### src/rtl/shift_right_seq.sv
// ============================================================================
// shift_right_seq : iterative right shifter (SRL/SRA), one bit per clock.
// Rev 1.0
// ============================================================================
`default_nettype none

module shift_right_seq #(
  parameter int n = 32
) (
  input  logic                   clk,
  input  logic                   rst,
  input  logic                   start,
  input  logic [n-1:0]           a,
  input  logic [$clog2(n)-1:0]   shamt,
  input  logic                   arith,
  output logic                   busy,
  output logic                   done,
  output logic [n-1:0]           result
);

  localparam int SW = $clog2(n);

  localparam logic [1:0] IDLE  = 2'd0;
  localparam logic [1:0] SHIFT = 2'd1;
  localparam logic [1:0] DONE  = 2'd2;

  logic [1:0]    r_state;
  logic [1:0]    w_next;
  logic [n-1:0]  r_work;
  logic [SW-1:0] r_cnt;
  logic          r_mode;

  always_ff @(posedge clk) begin
    if (rst) r_state <= IDLE;
    else     r_state <= w_next;
  end

  // A zero shift goes straight to DONE so SHIFT never sees a zero count.
  always_comb begin
    w_next = r_state;
    case (r_state)
      IDLE:    if (start) w_next = (shamt != '0) ? SHIFT : DONE;
      SHIFT:   if (r_cnt == SW'(1)) w_next = DONE;
      DONE:    w_next = IDLE;
      default: w_next = IDLE;
    endcase
  end

  always_comb begin
    busy = (r_state != IDLE);
    done = (r_state == DONE);
  end

  always_ff @(posedge clk) begin
    if (rst) begin
      r_work <= '0;
      r_cnt  <= '0;
      r_mode <= 1'b0;
    end else begin
      case (r_state)
        IDLE: begin
          if (start) begin
            r_work <= a;
            r_cnt  <= shamt;
            r_mode <= arith;
          end
        end
        SHIFT: begin
          r_work <= {r_mode & r_work[n-1], r_work[n-1:1]};
          r_cnt  <= r_cnt - SW'(1);
        end
        default: ;
      endcase
    end
  end

  assign result = r_work;

endmodule

`default_nettype wire

### config.mk
export PLATFORM = sky130hd
export DESIGN_NAME = shift_right_seq
export DESIGN_NICKNAME = d
export VERILOG_FILES = /design/src/rtl/shift_right_seq.sv
export SDC_FILE = /design/constraint.sdc
export NUM_CORES = 1
export LEC_CHECK = 0
export ABC_AREA = 1
export ABC_CLOCK_PERIOD_IN_PS = 1920
export CORE_ASPECT_RATIO = 1.1
export CORE_UTILIZATION = 40
export CTS_CLUSTER_SIZE = 28
export DETAILED_ROUTE_END_ITERATION = 16
export DONT_BUFFER_PORTS = 1
export GPL_ROUTABILITY_DRIVEN = 0
export SKIP_LAST_GASP = 1
export SYNTH_ARGS = -nofsm -noshare
export SYNTH_HDL_FRONTEND = slang
export SYNTH_SLANG_ARGS = --single-unit
### constraint.sdc
create_clock -name clk -period 1.92 [get_ports clk]
set_clock_uncertainty 0.05 [all_clocks]
set_input_delay 0.192 -clock clk [delete_from_list [all_inputs] [get_ports clk]]
set_output_delay 0.192 -clock clk [all_outputs]
set_load 0.02 [all_outputs]
==> reports/results.ini <==
[worst_hold_path]
hold_path_class=in -> reg
min-delay-start=a[7]
holdPathEnd=result[7]$_SDFFE_PP0P_
hold_path_depth=2

[floorplanning]
die_area_mm2=0.004822
num_io_pins=75
core_area_mm2=0.004317
die_h_um=72.73
die_width_um=66.30
start_util_pct=42.14
rows=25

[clocking]
hold_buffers=11
cts_sinks=40
clk_latency_ps=290
post-cts-setup-buffer-count=0
cts_tree=yes
root_buffer=clkbuf_8
cts_resized=0
path_clk_slew_ps=80
numCtsBuffers=5
ctsLongestPathBuffers=2
h-tree-depth=2

[pwr]
p_int_mw=1.477
peakVddDrop_mv=0.5485
pwr-share-seq_pct=50.9
swShare_pct=33.04
p_clk_share_pct=31.0
p_leak_nw=0.8572
p_comb_share_pct=18.1
powerDensity_mw_per_mm2=1047
power.switching_mw=0.7288

[final_layout]
drive_above_1_share_pct=8.462
nets=302
antenna_cells=0
fin_area_mm2=0.002106
area_growth_pct=15.75

[routing]
drtIter0Drc=111
drc=0
viasPerCell=5.268
routedWlPerCell_um=13.48
ant_nets=0
vias=1654
drt_wl_total_um=4232
drt_first_pass_iters=4

[placement]
port_buffers=0
hpwl_um=2845
place_area_mm2=0.001874

[timing]
rsz0062_at_grt=false
finalMaxSlewViolations=0
setup_viol=0
max_freq_mhz=675.4
hold_viol_final=0
min_period_over_period_pct=77.12
max_slew_margin_pct=72.59
fin_crit_ps=1481
setup_tns_ps=0
hold-worst-slack_ps=6.498
worstMarginPinSlew_ps=409.7

[synthesis]
synthCells=251
synth_warnings=0
synth.distinct_cells=21
ys_seq_elements=40
synth_nets=294
seq_area_frac_synth_pct=44.02
syn-cell-area_mm2=0.001819
syn_area_per_cell_um2=7.248

[worst_setup_path]
r2r_slack_ps=440
path_max_fanout=25
critPathRequiredTime_ps=2080
worstPathArrival_ps=1640
end_kind=register
reg2reg_to=result[26]$_SDFFE_PP0P_
r2r-start=r_state[0]$_SDFFE_PP0P_
critPathKind=reg -> reg
crit_path_start_kind=register
worst_r2r_path_depth=5

[global_routing]
grtUsageMet2_pct=27.10
grtUsageTotal_pct=18.30
antenna_found_initial=0
grt_max_degree=26
grtUsageMet3_pct=6.875
grt_use_met1_pct=24.59
grt_pass1_wl_um=6762
busiest_layer=met2
overflow=0
first_global_vias=1485

[run_status]
status=complete, no violations

[flow_run]
maxCapViolations=0

[cell usage in the layout, fill, tap and decap left out, drive strengths merged]
master,instances
buf,6
o21ai,40
nand2,82
clkinv,1
xor2,1
nor3b,1
nor2,9
a31oi,32
ha,2
inv,14
nand3,4
dfxtp,40
bufinv,1
o21a,1
clkinvlp,1
nand4,1
dlygate4sd3,12
clkbuf,5
nor3,1
a21oi,6
[synthesized netlist by cell type]
master,instances,share of area (%)
xor2_1,1,0.48
a31oi_2,1,0.69
nand2_1,79,16
a21oi_1,6,1.7
a31oi_1,31,11
buf_4,7,2.9
nor3_1,1,0.27
nand2_2,3,1.0
clkbuf_1,6,1.2
inv_1,11,2.3
o21ai_1,11,3.0
nand3_1,4,1.1
o21a_1,1,0.41
nor2_1,9,1.9
o21ai_0,29,8.0
buf_2,4,1.1
nand4_1,1,0.34
inv_2,3,0.62
ha_1,2,1.4
dfxtp_1,40,44
nor3b_2,1,0.69
[cell type report]
type / count / area (um^2)
multi-input combinational: 180 / 870.8
clock inverter: 3 / 42.54
timing repair buffer: 18 / 202.7
sequential: 40 / 800.8
inverter: 14 / 52.55
fill: 462 / 2211
clock buffer: 5 / 68.82
tap: 54 / 67.56
[worst max-delay path, stage by stage, from the launching register on]
cell and delay (ps):
dfxtp_1 430, nand2_2 120, nand2_2 330, buf_12 210
o21ai_0 80, a31oi_1 180
[worst max path at each step]
stage	start	endpoint	slack [ps]
floorplan	r_cnt[0]$_SDFFE_PP0P_	r_cnt[2]$_SDFFE_PP0P_	790
global placement	r_state[1]$_SDFFE_PP0P_	result[31]$_SDFFE_PP0P_	500
detailed placement	r_state[0]$_SDFFE_PP0P_	result[25]$_SDFFE_PP0P_	460
CTS	r_state[0]$_SDFFE_PP0P_	result[25]$_SDFFE_PP0P_	420
global route	r_state[0]$_SDFFE_PP0P_	result[25]$_SDFFE_PP0P_	310
finish	r_state[0]$_SDFFE_PP0P_	result[26]$_SDFFE_PP0P_	440
[power groups by stage]
stage	combinational, mW	sequential (mW)	clock, mW
detailed placement	0.381	1.14	0
CTS	0.401	1.12	0.704
finish	0.399	1.12	0.684
global placement	0.377	1.14	0
floorplan	0.311	1.12	0
global route	0.456	1.14	0.737
[state kept, by name, indices dropped and copies added (netlist names)]
register,count
r_state,2
r_mode,1
result,32
r_cnt,5
[through the flow]
stage | utilization (%) | setup slack [ps] | instances | total power, mW
after CTS | 48.55 | 424.5 | 313 | 2.228
final | 48.78 | 439.4 | 314 | 2.205
after global placement | 43.42 | 500.6 | 294 | 1.520
after global routing | 48.78 | 307.5 | 314 | 2.331
after detailed placement | 43.42 | 455.4 | 294 | 1.523
after floorplan | - | 786.3 | 251 | 1.427
[logic make-up (layout without fill, tap and decap cells)]
logic type	after synthesis	after routing	synth area share, %
buffers and inverters	31	40	8.115
AOI/OAI and AO/OA	79	79	24.42
xor gates and xnor gates	1	1	0.4815
and+or+nand+nor	98	98	21.60
DFF	40	40	44.02
adders and majority gates	2	2	1.375
[routing by layer]
layer  part of all wire, %  wire [um]
met1                    48       2042
met2                    44       1871
met3                   7.1        299
met4                  0.45         19
met5                     0          0
(Power assumes the default switching activity.)
